File: src/rtl/vga_timing_pkg.sv
// Shared VGA raster constants, sync polarity encodings and the helpers that
// derive per-axis totals and sync bounds from porch/pulse widths.
package vga_timing_pkg;

  localparam int COUNT_W   = 10;
  localparam int COUNT_MAX = 1 << COUNT_W;

  // Default 640x480@60 timing, in pixels (horizontal) and lines (vertical).
  localparam int DEF_H_VISIBLE = 640;
  localparam int DEF_H_FRONT   = 16;
  localparam int DEF_H_SYNC    = 96;
  localparam int DEF_H_BACK    = 48;
  localparam int DEF_V_VISIBLE = 480;
  localparam int DEF_V_FRONT   = 10;
  localparam int DEF_V_SYNC    = 2;
  localparam int DEF_V_BACK    = 33;

  typedef enum logic {
    SYNC_ACTIVE_LOW  = 1'b0,
    SYNC_ACTIVE_HIGH = 1'b1
  } sync_pol_e;

  typedef enum logic {
    RUN_IDLE   = 1'b0,
    RUN_ACTIVE = 1'b1
  } run_state_e;

  typedef struct packed {
    int total;
    int sync_start;
    int sync_end;
  } axis_bounds_t;

  function automatic axis_bounds_t axis_bounds(input int visible, input int front,
                                               input int sync, input int back);
    axis_bounds_t b;
    b.total      = visible + front + sync + back;
    b.sync_start = visible + front;
    b.sync_end   = visible + front + sync;
    return b;
  endfunction

  // Every segment must be at least one unit and the axis must fit the counter.
  function automatic bit axis_ok(input int visible, input int front,
                                 input int sync, input int back);
    return (visible >= 1) && (front >= 1) && (sync >= 1) && (back >= 1) &&
           (visible + front + sync + back <= COUNT_MAX);
  endfunction

endpackage

File: src/rtl/vga_timing_generator_axis.sv
// One raster axis: an enable-gated wrapping counter whose visible/sync flags
// are registered from the next count so they line up with the count itself.
module vga_axis_counter
  import vga_timing_pkg::*;
#(
  parameter int LIMIT      = 800,
  parameter int VISIBLE    = 640,
  parameter int SYNC_START = 656,
  parameter int SYNC_END   = 752
) (
  input  logic               clk,
  input  logic               reset,
  input  logic               enable,
  input  logic               refresh,
  output logic [COUNT_W-1:0] count,
  output logic               wrap,
  output logic               in_visible,
  output logic               in_sync
);

  localparam logic [COUNT_W-1:0] LAST      = COUNT_W'(LIMIT - 1);
  localparam logic [COUNT_W-1:0] VIS_END   = COUNT_W'(VISIBLE);
  localparam logic [COUNT_W-1:0] SYNC_LO   = COUNT_W'(SYNC_START);
  localparam logic [COUNT_W-1:0] SYNC_HI   = COUNT_W'(SYNC_END);
  localparam logic [COUNT_W-1:0] COUNT_ONE = COUNT_W'(1);

  logic [COUNT_W-1:0] count_next;

  always_comb begin
    wrap       = enable && (count == LAST);
    count_next = count;
    if (enable) begin
      count_next = wrap ? '0 : count + COUNT_ONE;
    end
  end

  // refresh re-evaluates the flags without moving the count (used at start-up).
  always_ff @(posedge clk or posedge reset) begin
    if (reset) begin
      count      <= '0;
      in_visible <= 1'b0;
      in_sync    <= 1'b0;
    end else if (enable || refresh) begin
      count      <= count_next;
      in_visible <= (count_next < VIS_END);
      in_sync    <= (count_next >= SYNC_LO) && (count_next < SYNC_HI);
    end
  end

endmodule

File: src/rtl/vga_timing_generator.sv
// VGA raster timing on the USB clock, advanced by the pix_en strobe: sync
// levels, active flag, pixel/line coordinates and line/frame start pulses.
module vga_timing_generator
  import vga_timing_pkg::*;
#(
  parameter int H_VISIBLE = DEF_H_VISIBLE,
  parameter int H_FRONT   = DEF_H_FRONT,
  parameter int H_SYNC    = DEF_H_SYNC,
  parameter int H_BACK    = DEF_H_BACK,
  parameter int V_VISIBLE = DEF_V_VISIBLE,
  parameter int V_FRONT   = DEF_V_FRONT,
  parameter int V_SYNC    = DEF_V_SYNC,
  parameter int V_BACK    = DEF_V_BACK,
  parameter bit HS_POL    = SYNC_ACTIVE_LOW,
  parameter bit VS_POL    = SYNC_ACTIVE_LOW
) (
  input  logic               clk,
  input  logic               reset,
  input  logic               pix_en,
  output logic               hsync,
  output logic               vsync,
  output logic               active,
  output logic [COUNT_W-1:0] x,
  output logic [COUNT_W-1:0] y,
  output logic               line_start,
  output logic               frame_start
);

  localparam axis_bounds_t HB = axis_bounds(H_VISIBLE, H_FRONT, H_SYNC, H_BACK);
  localparam axis_bounds_t VB = axis_bounds(V_VISIBLE, V_FRONT, V_SYNC, V_BACK);

  localparam int H_TOTAL      = HB.total;
  localparam int H_SYNC_START = HB.sync_start;
  localparam int H_SYNC_END   = HB.sync_end;
  localparam int V_TOTAL      = VB.total;
  localparam int V_SYNC_START = VB.sync_start;
  localparam int V_SYNC_END   = VB.sync_end;

  if (!axis_ok(H_VISIBLE, H_FRONT, H_SYNC, H_BACK)) begin : g_bad_h
    $error("vga_timing_generator: horizontal timing invalid or exceeds counter range");
  end
  if (!axis_ok(V_VISIBLE, V_FRONT, V_SYNC, V_BACK)) begin : g_bad_v
    $error("vga_timing_generator: vertical timing invalid or exceeds counter range");
  end

  run_state_e state_q;
  run_state_e state_d;
  logic       start;
  logic       h_en;
  logic       h_wrap;
  logic       h_visible;
  logic       h_in_sync;
  logic       v_wrap;
  logic       v_visible;
  logic       v_in_sync;

  always_ff @(posedge clk or posedge reset) begin
    if (reset) begin
      state_q <= RUN_IDLE;
    end else begin
      state_q <= state_d;
    end
  end

  always_comb begin
    state_d = state_q;
    if ((state_q == RUN_IDLE) && pix_en) begin
      state_d = RUN_ACTIVE;
    end
  end

  // The first strobe only starts the raster; later strobes advance x.
  always_comb begin
    start = 1'b0;
    h_en  = 1'b0;
    if (state_q == RUN_IDLE) begin
      start = pix_en;
    end else begin
      h_en = pix_en;
    end
  end

  vga_axis_counter #(
    .LIMIT      (H_TOTAL),
    .VISIBLE    (H_VISIBLE),
    .SYNC_START (H_SYNC_START),
    .SYNC_END   (H_SYNC_END)
  ) u_h_axis (
    .clk        (clk),
    .reset      (reset),
    .enable     (h_en),
    .refresh    (start),
    .count      (x),
    .wrap       (h_wrap),
    .in_visible (h_visible),
    .in_sync    (h_in_sync)
  );

  vga_axis_counter #(
    .LIMIT      (V_TOTAL),
    .VISIBLE    (V_VISIBLE),
    .SYNC_START (V_SYNC_START),
    .SYNC_END   (V_SYNC_END)
  ) u_v_axis (
    .clk        (clk),
    .reset      (reset),
    .enable     (h_wrap),
    .refresh    (start),
    .count      (y),
    .wrap       (v_wrap),
    .in_visible (v_visible),
    .in_sync    (v_in_sync)
  );

  always_ff @(posedge clk or posedge reset) begin
    if (reset) begin
      line_start  <= 1'b0;
      frame_start <= 1'b0;
    end else begin
      line_start  <= start || h_wrap;
      frame_start <= start || v_wrap;
    end
  end

  assign hsync  = h_in_sync ? HS_POL : ~HS_POL;
  assign vsync  = v_in_sync ? VS_POL : ~VS_POL;
  assign active = h_visible && v_visible;

endmodule
File: config.mk
export PLATFORM = sky130hd
export DESIGN_NAME = vga_timing_generator
export DESIGN_NICKNAME = d
export VERILOG_FILES = /design/src/rtl/vga_timing_pkg.sv /design/src/rtl/vga_timing_generator_axis.sv /design/src/rtl/vga_timing_generator.sv
export SDC_FILE = /design/constraint.sdc
export NUM_CORES = 1
export LEC_CHECK = 0
export CORE_MARGIN = 4
export CORE_UTILIZATION = 35
export DETAILED_ROUTE_END_ITERATION = 6
export HOLD_SLACK_MARGIN = 0.15
export PLACE_DENSITY = 0.64
export SETUP_SLACK_MARGIN = 0.05
export SLEW_MARGIN = 20
export SYNTH_ARGS = -nofsm -noshare
export SYNTH_HDL_FRONTEND = slang
export SYNTH_HIERARCHICAL = 1
export SYNTH_SLANG_ARGS = --single-unit
File: constraint.sdc
create_clock -name clk -period 7.1 [get_ports clk]
set_input_delay 0.71 -clock clk [delete_from_list [all_inputs] [get_ports clk]]
set_output_delay 0.71 -clock clk [all_outputs]
set_load 0.02 [all_outputs]
==> results of run 1 <==
[logic make-up (layout without fill, tap and decap cells)]
logic type	Yosys count	in the layout
mux	2	2
simple gates	79	79
xor+xnor	10	10
compound gates	26	26
buf+inv	19	41
flops	27	27
fa+ha+maj	3	3
[report_power, final]
| group | switching [mW] | internal, mW | leakage (nW) | total [mW] |
|---|---|---|---|---|
| combinational | 0.0651 | 0.0631 | 0.454 | 0.128 |
| clock | 0.0462 | 0.0393 | 0.0255 | 0.0855 |
| sequential | 0.0338 | 0.169 | 0.345 | 0.203 |
[cell usage after synthesis (4+ instances only)]
cell and number:
o21ai_1 6, xnor2_1 4, inv_1 10, nand4_1 6
buf_6 5, nor3_1 4, dfrtp_1 27, nor2_1 10
nand2b_1 5, nand2_1 19, o21ai_0 4, xor2_1 6
[sequential cells by signal (all words and copies together), names as in the netlist]
| signal | count |
|---|---|
| u_v_axis/count | 10 |
| u_v_axis/in_sync | 1 |
| u_v_axis/in_visible | 1 |
| state_q | 1 |
| u_h_axis/in_sync | 1 |
| frame_start | 1 |
| line_start | 1 |
| u_h_axis/in_visible | 1 |
| u_h_axis/count | 10 |
[metrics by stage]
| stage | utilization, % | total power, mW | hold slack, ps |
|---|---|---|---|
| 2_1_floorplan | - | 0.295 | 447 |
| 3_3_place_gp | 42.5 | 0.334 | 464 |
| 3_5_place_dp | 42.5 | 0.335 | 476 |
| 4_1_cts | 43.5 | 0.422 | 494 |
| 5_1_grt | 43.5 | 0.444 | 514 |
| 6_report | 43.5 | 0.417 | 493 |
[final timing paths]
path	endpoint	slack [ps]	depth (start not counted)
setup / recovery	u_v_axis/in_sync$_DFFE_PP0P_	3540	9
hold / removal	state_q$_DFFE_PP0P_	490	1
setup reg to reg	u_v_axis/in_sync$_DFFE_PP0P_	3640	9
hold reg to reg	state_q$_DFFE_PP0P_	490	1
max in group asynchronous	u_h_axis/count[0]$_DFFE_PP0P_	5940	2
min in group asynchronous	line_start$_DFF_PP0_	650	2
[critical path, stage by stage]
cell and delay, ps:
clkdlybuf4s50_1 530, and2_2 270, and3_4 260, and2_1 430
nand2_1 210, or3_1 400, a221o_1 360, or4b_1 460
o21ai_1 130
[layer usage]
metal	share of wire [%]	GRT usage, %	vias to the layer above
li1	-	-	626
met1	47	17.8	606
met2	48	21.1	32
met3	4.0	1.98	4
met4	0.70	3.50	0
met5	0	0	-
[area by class of cell]
cell class	instances	area (sq um)
clock inverter	1	5.00
multi-input combinational	120	813
timing repair buffer	27	270
clock buffer	3	41.3
tap	52	65.1
sequential	27	676
inverter	10	37.5
fill	449	2480
==> impl_metrics.prom, run 1 <==
# TYPE chip_impl_metric gauge
chip_impl_info{name="run_status",value="completed"} 1
chip_impl_metric{name="finish.cell_count_without_fillers",unit=""} 240
chip_impl_metric{name="cts.hold.buffers_added",unit=""} 0
chip_impl_metric{name="hpwl",unit="um"} 2450
chip_impl_metric{name="power.density",unit="nW/um^2"} 218
chip_impl_metric{name="cts_buffers",unit=""} 3
chip_impl_metric{name="cts_max_path_buffers",unit=""} 2
chip_impl_info{name="worstSetupPathType",value="primary input to flip-flop"} 1
chip_impl_metric{name="grt_first_pass_wirelength",unit="um"} 5750
chip_impl_metric{name="setup-tns-final",unit="ps"} 0
chip_impl_info{name="hp-class",value="flip-flop to flip-flop"} 1
chip_impl_metric{name="drt_iter0_markers",unit=""} 50
chip_impl_metric{name="max-vdd-ir-drop",unit="mV"} 0.0706
chip_impl_metric{name="final-hold-violation-count",unit=""} 0
chip_impl_info{name="commonest_register_cell_after_synthesis",value="dfrtp_1"} 1
chip_impl_metric{name="yosys.area.top_type_share",unit="%"} 42.1
chip_impl_metric{name="grt_start_max_net_pins",unit=""} 16
chip_impl_metric{name="max_cap_viol_count",unit=""} 0
chip_impl_metric{name="clock_sinks",unit=""} 27
chip_impl_metric{name="p_leak",unit="nW"} 0.824
chip_impl_metric{name="die_x_extent",unit="um"} 75.7
chip_impl_metric{name="first_global_vias",unit=""} 1236
chip_impl_metric{name="final_weighted_congestion_of_routability_driven_global_placement",unit=""} 0.813
chip_impl_metric{name="setup-violations-final",unit=""} 0
chip_impl_metric{name="drc",unit=""} 0
chip_impl_metric{name="clock_insertion_delay_at_the_later_pin_of_the_skew_report",unit="ps"} 270
chip_impl_metric{name="vias",unit=""} 1268
chip_impl_info{name="synth.area.top_cells",value="dfrtp_1, nand2_1, buf_6, xor2_1, ha_1"} 1
chip_impl_metric{name="post-place-ws",unit="ps"} 3240
chip_impl_metric{name="placementRows",unit=""} 24
chip_impl_metric{name="post_dp_cell_area",unit="sq um"} 1860
chip_impl_info{name="startpoint",value="pix_en"} 1
chip_impl_metric{name="synthDistinctLibCells",unit=""} 51
chip_impl_info{name="worstHoldStart",value="state_q$_DFFE_PP0P_"} 1
chip_impl_metric{name="final_nets",unit=""} 195
chip_impl_metric{name="vias_per_cell",unit=""} 5.28
chip_impl_metric{name="postSynth.asyncResetShare",unit="%"} 100
chip_impl_metric{name="worst_clock_skew",unit="ps"} 8.32
chip_impl_metric{name="cts_max_level",unit=""} 1
chip_impl_metric{name="synth_xor_xnor_area_share",unit="%"} 5.46
chip_impl_metric{name="synth-edff-count",unit=""} 0
chip_impl_metric{name="synth-adder-area-share",unit="%"} 2.34
chip_impl_metric{name="postLayoutSetupSlackWorst",unit="ps"} 3540
chip_impl_metric{name="drtPass1Iterations",unit=""} 4
chip_impl_info{name="worst_setup_path_start_kind",value="primary input"} 1
chip_impl_metric{name="synthToLayoutAreaGrowth",unit="%"} 18.9
chip_impl_metric{name="i_o_pin_count",unit=""} 28
chip_impl_metric{name="post-cts-setup-buffer-count",unit=""} 0
chip_impl_metric{name="die_area",unit="sq um"} 5730
chip_impl_metric{name="maxSlewHeadroom",unit="%"} 47.0
chip_impl_metric{name="wire_per_inst",unit="um"} 13.8
chip_impl_info{name="critical_path.endpoint_type",value="flip-flop"} 1
chip_impl_metric{name="portBuffers",unit=""} 27
chip_impl_metric{name="worst_path_required_time",unit="ps"} 7310
chip_impl_metric{name="avgSynthCellArea",unit="sq um"} 9.67
chip_impl_info{name="crit-reg2reg-launch",value="u_h_axis/count[0]$_DFFE_PP0P_"} 1
chip_impl_metric{name="post_synth_inst_count",unit=""} 166
chip_impl_metric{name="period_minus_slack",unit="ps"} 3560
chip_impl_metric{name="synth_mux_area_share",unit="%"} 1.33
chip_impl_metric{name="diode_insertion_count_for_antenna_repair",unit=""} 0
chip_impl_metric{name="grt_remaining_overflow",unit=""} 0
chip_impl_metric{name="clk_transition_reported_paths",unit="ps"} 90
chip_impl_metric{name="initial_utilization",unit="%"} 36.6
chip_impl_metric{name="yosysWarnings",unit=""} 6
chip_impl_metric{name="wl",unit="um"} 3310
chip_impl_info{name="synth_top_cell_by_area",value="dfrtp_1"} 1
chip_impl_metric{name="sequential_fraction_of_the_synthesis_area",unit="%"} 42.1
chip_impl_metric{name="die_height",unit="um"} 75.7
chip_impl_metric{name="ctsResizeCount",unit=""} 0
chip_impl_metric{name="final_area",unit="sq um"} 1910
chip_impl_metric{name="final_min_period_over_clock_period",unit="%"} 50.2
chip_impl_metric{name="post_synthesis_compound_gate_area_fraction",unit="%"} 11.1
chip_impl_metric{name="synth_simple_gate_area_share",unit="%"} 30.5
chip_impl_info{name="rsz_0062_raised_after_global_routing",value="false"} 1
chip_impl_metric{name="dpl.cell_count",unit=""} 236
chip_impl_metric{name="synth_seq_cells",unit=""} 27
chip_impl_metric{name="timing.final.max_slew_violations",unit=""} 0
chip_impl_info{name="tritoncts",value="yes"} 1
chip_impl_metric{name="core-area",unit="sq um"} 4380
chip_impl_metric{name="mappedNetlistNets",unit=""} 172
chip_impl_info{name="cts_root_buf",value="clkbuf_8"} 1
chip_impl_metric{name="max_clock_freq",unit="MHz"} 281
chip_impl_info{name="synth_top_family_by_area",value="simple AND/OR/NAND/NOR gates"} 1
chip_impl_metric{name="tightest_slew",unit="ps"} 788
chip_impl_metric{name="post_synth_instance_area",unit="sq um"} 1610
chip_impl_metric{name="drt.antenna.violating_nets",unit=""} 0
chip_impl_metric{name="worst-path-max-fanout",unit=""} 15
chip_impl_metric{name="worstPathArrival",unit="ps"} 3770
chip_impl_info{name="layout.cells.most_common_list",value="dfrtp_1, clkdlybuf4s50_1, nand2_1, inv_1, nor2_1"} 1
chip_impl_metric{name="track_usage",unit="%"} 12.9
chip_impl_metric{name="antenna_found_initial",unit=""} 0
chip_impl_metric{name="post_route_cells_drive_above_1_share",unit="%"} 10.6
(Power assumes the default switching activity.)
==> run 2: changes to the inputs <==
==> constraint.sdc (replaced) <==
create_clock -name clk -period 3.6 [get_ports clk]
set_input_delay 0.36 -clock clk [delete_from_list [all_inputs] [get_ports clk]]
set_output_delay 0.36 -clock clk [all_outputs]
set_load 0.02 [all_outputs]
==> run 2 against run 1 <==
Against the previous run: critical endpoint unchanged; critical path type is now flip-flop to flip-flop; clock-buffer cell count grew 1; flip-flop and latch count is the same; via count increased by 0.47%; total power rose by 99%; cell count up 0.83%.
==> impl_metrics.prom, run 2 (synthesis results as in run 1) <==
# TYPE chip_impl_metric gauge
chip_impl_info{name="layout.cells.most_common_list",value="dfrtp_1, clkdlybuf4s50_1, nand2_1, inv_1, nor2_1"} 1
chip_impl_metric{name="largest_stage_delay_on_the_critical_path",unit="ps"} 490
chip_impl_metric{name="post_route_cells_drive_above_1_share",unit="%"} 11.6
chip_impl_info{name="critical-path-slowest-cell",value="dfrtp_1"} 1
chip_impl_metric{name="max_clock_freq",unit="MHz"} 320
chip_impl_metric{name="post-cts-setup-buffer-count",unit=""} 0
chip_impl_metric{name="final_area",unit="sq um"} 1920
chip_impl_metric{name="wire_per_inst",unit="um"} 14.2
chip_impl_metric{name="final_min_period_over_clock_period",unit="%"} 86.9
chip_impl_metric{name="vias",unit=""} 1274
chip_impl_metric{name="max-vdd-ir-drop",unit="mV"} 0.186
chip_impl_metric{name="number_of_filler_instances_in_the_final_layout",unit=""} 454
chip_impl_info{name="tritoncts",value="yes"} 1
chip_impl_metric{name="portBuffers",unit=""} 27
chip_impl_metric{name="setup-violations-final",unit=""} 0
chip_impl_metric{name="seq_pwr_share",unit="%"} 48.3
chip_impl_metric{name="ctsResizeCount",unit=""} 0
chip_impl_info{name="layout_top_registers",value="u_h_axis/count x10, u_v_axis/count x10"} 1
chip_impl_metric{name="die_area",unit="sq um"} 5730
chip_impl_metric{name="worst_path_required_time",unit="ps"} 3810
chip_impl_metric{name="switching_share",unit="%"} 35.0
chip_impl_metric{name="max_cap_viol_count",unit=""} 0
chip_impl_metric{name="setup-tns-final",unit="ps"} 0
chip_impl_metric{name="cts_buffers",unit=""} 3
chip_impl_metric{name="timing.final.max_slew_violations",unit=""} 0
chip_impl_metric{name="antenna_found_initial",unit=""} 0
chip_impl_metric{name="cts_max_path_buffers",unit=""} 2
chip_impl_info{name="cts_root_buf",value="clkbuf_8"} 1
chip_impl_metric{name="first_global_vias",unit=""} 1217
chip_impl_metric{name="rr_worst_depth",unit=""} 9
chip_impl_info{name="hp-class",value="primary input to asynchronous set/reset pin"} 1
chip_impl_metric{name="cts.hold.buffers_added",unit=""} 0
chip_impl_info{name="critical_path.endpoint_type",value="flip-flop"} 1
chip_impl_metric{name="synthToLayoutAreaGrowth",unit="%"} 19.9
chip_impl_metric{name="wl",unit="um"} 3440
chip_impl_metric{name="core-area",unit="sq um"} 4380
chip_impl_metric{name="regToRegSetupSlack",unit="ps"} 470
chip_impl_metric{name="grt_remaining_overflow",unit=""} 0
chip_impl_metric{name="track_usage",unit="%"} 13.6
chip_impl_info{name="crit_chain",value="ha_2, and4b_1, and3_1, and2_1, nand2_1, or3_1, a221o_1, or4b_1, o21ai_1"} 1
chip_impl_metric{name="clock_insertion_delay_at_the_later_pin_of_the_skew_report",unit="ps"} 270
chip_impl_metric{name="drc",unit=""} 0
chip_impl_metric{name="die_height",unit="um"} 75.7
chip_impl_metric{name="post_dp_cell_area",unit="sq um"} 1880
chip_impl_metric{name="grt_first_pass_wirelength",unit="um"} 5930
chip_impl_info{name="worstSetupPathType",value="flip-flop to flip-flop"} 1
chip_impl_metric{name="p_switching",unit="mW"} 0.290
chip_impl_metric{name="hpwl",unit="um"} 2540
chip_impl_metric{name="power.share.combinational",unit="%"} 30.5
chip_impl_metric{name="initial_utilization",unit="%"} 36.6
chip_impl_metric{name="period_minus_slack",unit="ps"} 3130
chip_impl_metric{name="vias_per_cell",unit=""} 5.26
chip_impl_metric{name="drt_iter0_markers",unit=""} 60
chip_impl_metric{name="die_x_extent",unit="um"} 75.7
chip_impl_metric{name="diode_insertion_count_for_antenna_repair",unit=""} 0
chip_impl_metric{name="drtPass1Iterations",unit=""} 4
chip_impl_metric{name="power.density",unit="nW/um^2"} 430
chip_impl_info{name="rsz_0062_raised_after_global_routing",value="false"} 1
chip_impl_metric{name="final_nets",unit=""} 197
chip_impl_metric{name="clkPwrFrac",unit="%"} 21.2
chip_impl_metric{name="worstPathArrival",unit="ps"} 3330
chip_impl_metric{name="tightest_slew",unit="ps"} 484
chip_impl_info{name="run_status",value="completed"} 1
chip_impl_metric{name="final-hold-violation-count",unit=""} 0
chip_impl_info{name="worst_setup_path_start_kind",value="flip-flop"} 1
chip_impl_metric{name="placementRows",unit=""} 24
chip_impl_metric{name="clk_transition_reported_paths",unit="ps"} 90
chip_impl_metric{name="worst_clock_skew",unit="ps"} 2.01
chip_impl_metric{name="i_o_pin_count",unit=""} 28
chip_impl_metric{name="cellInternalPower",unit="mW"} 0.538
chip_impl_metric{name="p_leak",unit="nW"} 0.830
chip_impl_metric{name="grt_start_max_net_pins",unit=""} 15
chip_impl_metric{name="drt.antenna.violating_nets",unit=""} 0
chip_impl_metric{name="clock_sinks",unit=""} 27
chip_impl_metric{name="maxSlewHeadroom",unit="%"} 67.7
chip_impl_metric{name="worst-path-max-fanout",unit=""} 11
chip_impl_metric{name="final_weighted_congestion_of_routability_driven_global_placement",unit=""} 0.826
chip_impl_metric{name="cts_max_level",unit=""} 1
[run 2: changes by cell type in the layout (fill, tap and decap cells not counted)]
cell	change
buf_4	+2
clkbuf_1	+1
ha_2	+1
ha_1	-1
clkinv_2	-1
[run 2: final cells by class]
cell class / instances / area [sq um] / area share, %
multi-input cells: 120 / 816 / 42.4
flip-flops and latches: 27 / 676 / 35.1
repair buffers: 29 / 285 / 14.8
well taps: 52 / 65.1 / 3.38
clock buffers: 4 / 45.0 / 2.34
inverters: 10 / 37.5 / 1.95
[run 2: per-layer routing]
layer / share of wire, % / track usage, % / vias to the layer above
li1: - / - / 628
met2: 49 / 22.5 / 30
met4: 0.41 / 2.91 / 0
met1: 46 / 18.4 / 614
met5: 0 / 0 / -
met3: 4.7 / 2.77 / 2
[run 2: critical path: cells and delay by family (launching register included)]
| family | cells | cell delay, ps |
|---|---|---|
| AO/OA/AOI/OAI | 2 | 500 |
| AND/OR/NAND/NOR | 6 | 1730 |
| adder cells (fa/ha/maj) | 1 | 330 |
| flip-flops | 1 | 490 |
[run 2: path summary, 6_finish.rpt]
kind / from / to
min in group clk: u_h_axis/in_sync$_DFFE_PP0P_ / u_h_axis/in_sync$_DFFE_PP0P_
max in group asynchronous: reset / u_v_axis/in_sync$_DFFE_PP0P_
min reg2reg: u_h_axis/in_sync$_DFFE_PP0P_ / u_h_axis/in_sync$_DFFE_PP0P_
min: reset / frame_start$_DFF_PP0_
max reg2reg: u_h_axis/count[0]$_DFFE_PP0P_ / u_v_axis/in_sync$_DFFE_PP0P_
max: u_h_axis/count[0]$_DFFE_PP0P_ / u_v_axis/in_sync$_DFFE_PP0P_
[run 2: per-stage QoR]
step / setup WS (ps) / std cells / utilization (%) / hold WS (ps) / power (mW)
finish: 472 / 242 / 43.9 / 305 / 0.828
global route: 147 / 242 / 43.9 / 325 / 0.885
CTS: 391 / 242 / 43.8 / 304 / 0.837
detailed placement: 346 / 238 / 42.8 / 477 / 0.660
global placement: 427 / 238 / 42.8 / 465 / 0.659
floorplan: 733 / 166 / - / 114 / 0.582
[run 2: power by group through the flow]
stage | Combinational [mW] | Clock, mW | Sequential (mW)
3_3_place_gp | 0.254 | 0 | 0.405
6_report | 0.252 | 0.176 | 0.400
3_5_place_dp | 0.253 | 0 | 0.406
5_1_grt | 0.278 | 0.198 | 0.409
2_1_floorplan | 0.173 | 0 | 0.409
4_1_cts | 0.254 | 0.183 | 0.400
==> run 3: changes to the inputs <==
--- a/config.mk
+++ b/config.mk
@@ -8,6 +8,7 @@
 export CORE_MARGIN = 4
 export CORE_UTILIZATION = 35
 export DETAILED_ROUTE_END_ITERATION = 6
+export GPL_TIMING_DRIVEN = 0
 export HOLD_SLACK_MARGIN = 0.15
 export PLACE_DENSITY = 0.64
 export SETUP_SLACK_MARGIN = 0.05
==> run 3 against run 2 <==
Against the previous run: critical path depth is 2 higher; clock-buffer cell count is 1 lower; first-iteration DRC count is 18% higher; critical endpoint unchanged.
==> impl_metrics.prom, run 3 (synthesis results as in run 1) <==
# TYPE chip_impl_metric gauge
chip_impl_metric{name="number_of_filler_instances_in_the_final_layout",unit=""} 451
chip_impl_metric{name="track_usage",unit="%"} 12.9
chip_impl_metric{name="setup-violations-final",unit=""} 0
chip_impl_metric{name="ctsResizeCount",unit=""} 0
chip_impl_metric{name="worst_path_required_time",unit="ps"} 3810
chip_impl_metric{name="worst-path-max-fanout",unit=""} 10
chip_impl_info{name="crit-reg2reg-launch",value="u_h_axis/count[0]$_DFFE_PP0P_"} 1
chip_impl_info{name="cts_root_buf",value="clkbuf_8"} 1
chip_impl_metric{name="drt_iter0_markers",unit=""} 71
chip_impl_metric{name="drt.antenna.violating_nets",unit=""} 0
chip_impl_metric{name="cts_buffers",unit=""} 3
chip_impl_metric{name="i_o_pin_count",unit=""} 28
chip_impl_metric{name="p_leak",unit="nW"} 0.876
chip_impl_metric{name="worst_clock_skew",unit="ps"} 6.48
chip_impl_info{name="crit_chain",value="clkdlybuf4s50_1, and2_2, buf_6, and3_4, buf_6, and2_1, nand2_1, or3_1, a221o_1, or4b_1, o21ai_1"} 1
chip_impl_metric{name="finish.cell_count_without_fillers",unit=""} 249
chip_impl_metric{name="clock_insertion_delay_at_the_later_pin_of_the_skew_report",unit="ps"} 270
chip_impl_metric{name="cts_max_level",unit=""} 1
chip_impl_metric{name="vias",unit=""} 1304
chip_impl_metric{name="placementRows",unit=""} 24
chip_impl_metric{name="dpl.cell_count",unit=""} 245
chip_impl_metric{name="power.density",unit="nW/um^2"} 429
chip_impl_metric{name="grt_remaining_overflow",unit=""} 0
chip_impl_metric{name="cts_max_path_buffers",unit=""} 2
chip_impl_metric{name="maxSlewHeadroom",unit="%"} 49.4
chip_impl_info{name="critical_path.endpoint_type",value="flip-flop"} 1
chip_impl_metric{name="period_minus_slack",unit="ps"} 3100
chip_impl_metric{name="final-hold-violation-count",unit=""} 0
chip_impl_info{name="run_status",value="completed"} 1
chip_impl_metric{name="worstPathArrival",unit="ps"} 3310
chip_impl_metric{name="hpwl",unit="um"} 2500
chip_impl_metric{name="clk_transition_reported_paths",unit="ps"} 100
chip_impl_metric{name="die_height",unit="um"} 75.7
chip_impl_metric{name="wl",unit="um"} 3340
chip_impl_metric{name="die_x_extent",unit="um"} 75.7
chip_impl_metric{name="portBuffers",unit=""} 27
chip_impl_metric{name="final_weighted_congestion_of_routability_driven_global_placement",unit=""} 0.822
chip_impl_info{name="critical-path-slowest-cell",value="clkdlybuf4s50_1"} 1
chip_impl_metric{name="clock_sinks",unit=""} 27
chip_impl_metric{name="initial_utilization",unit="%"} 36.6
chip_impl_metric{name="synthToLayoutAreaGrowth",unit="%"} 23.8
chip_impl_metric{name="grt_start_max_net_pins",unit=""} 16
chip_impl_metric{name="setup-tns-final",unit="ps"} 0
chip_impl_metric{name="grt_first_pass_wirelength",unit="um"} 5750
chip_impl_metric{name="largest_stage_delay_on_the_critical_path",unit="ps"} 540
chip_impl_metric{name="die_area",unit="sq um"} 5730
chip_impl_metric{name="vias_per_cell",unit=""} 5.24
chip_impl_info{name="worst_setup_path_start_kind",value="primary input"} 1
chip_impl_info{name="tritoncts",value="yes"} 1
chip_impl_metric{name="wire_per_inst",unit="um"} 13.4
chip_impl_metric{name="drtPass1Iterations",unit=""} 4
chip_impl_metric{name="drc",unit=""} 0
chip_impl_info{name="layout.cells.most_common_list",value="dfrtp_1, clkdlybuf4s50_1, nand2_1, inv_1, nor2_1"} 1
chip_impl_metric{name="first_global_vias",unit=""} 1262
chip_impl_metric{name="max-vdd-ir-drop",unit="mV"} 0.144
chip_impl_metric{name="core-area",unit="sq um"} 4380
chip_impl_metric{name="timing.final.max_slew_violations",unit=""} 0
chip_impl_metric{name="tightest_slew",unit="ps"} 753
chip_impl_info{name="worst_path_most_repeated_cell",value="buf_6"} 1
chip_impl_info{name="worstSetupPathType",value="primary input to flip-flop"} 1
chip_impl_info{name="rsz_0062_raised_after_global_routing",value="false"} 1
chip_impl_metric{name="final_min_period_over_clock_period",unit="%"} 86.1
chip_impl_metric{name="cts.hold.buffers_added",unit=""} 0
chip_impl_metric{name="max_cap_viol_count",unit=""} 0
chip_impl_info{name="hp-class",value="primary input to asynchronous set/reset pin"} 1
chip_impl_metric{name="post_route_cells_drive_above_1_share",unit="%"} 14.7
chip_impl_info{name="layout_top_registers",value="u_h_axis/count x10, u_v_axis/count x10"} 1
chip_impl_metric{name="final_nets",unit=""} 204
chip_impl_metric{name="max_clock_freq",unit="MHz"} 322
chip_impl_info{name="startpoint",value="pix_en"} 1
chip_impl_metric{name="diode_insertion_count_for_antenna_repair",unit=""} 0
chip_impl_metric{name="post-cts-setup-buffer-count",unit=""} 0
chip_impl_metric{name="antenna_found_initial",unit=""} 0
-- run 3: cell types whose count changed in the layout (fill, tap and decap cells not counted), sizes merged --
cell / before / now
clkbuf: 4 / 3
clkinv: 0 / 1
buf: 2 / 9
-- run 3: worst paths after layout --
path                                                 endpoint  slack (ps)  cells after the start
worst max register to register   u_v_axis/in_sync$_DFFE_PP0P_         550                      9
worst min register to register   u_h_axis/in_sync$_DFFE_PP0P_         490                      2
worst max-delay path             u_v_axis/in_sync$_DFFE_PP0P_         500                     11
max in group asynchronous       u_v_axis/count[1]$_DFFE_PP0P_        2800                      2
worst min-delay path                    frame_start$_DFF_PP0_         310                      2
min in group clk                 u_h_axis/in_sync$_DFFE_PP0P_         490                      2
-- run 3: area by class of cell --
cell class	count	area, sq um	area share [%]
flip-flops and latches	27	676	34.0
clock buffers	3	41.3	2.08
plain buffers	9	78.8	3.97
well taps	52	65.1	3.27
multi-input cells	120	813	40.9
repair buffers	27	270	13.6
inverters	10	37.5	1.89
clock inverters	1	5.00	0.252
-- run 3: worst max-delay path: cells and delay by family --
family	cells	cell delay [ps]
simple gates	6	1630
buf+inv	3	780
compound gates	2	510
-- run 3: routing by layer --
metal | share of wire (%) | track usage (%) | vias up | wire [um]
met5 | 0 | 0 | - | 0
met4 | 0.48 | 4.08 | 0 | 16
met3 | 4.5 | 2.11 | 2 | 149
met2 | 48 | 20.7 | 33 | 1600
met1 | 47 | 17.9 | 625 | 1570
li1 | - | - | 644 | -
-- run 3: report_power, final --
part	switching [mW]	internal, mW
sequential	0.0394	0.334
clock	0.0975	0.0776
combinational	0.159	0.145
-- run 3: per-stage QoR --
stage | setup slack [ps] | hold WS (ps) | instance area (sq um) | util, % | power, mW
3_3_place_gp | 184 | 464 | 1940 | 44.3 | 0.682
2_1_floorplan | 733 | 114 | 1610 | - | 0.582
6_report | 499 | 314 | 1990 | 45.3 | 0.851
5_1_grt | 312 | 331 | 1990 | 45.3 | 0.905
3_5_place_dp | 193 | 467 | 1940 | 44.3 | 0.685
4_1_cts | 486 | 316 | 1990 | 45.3 | 0.861
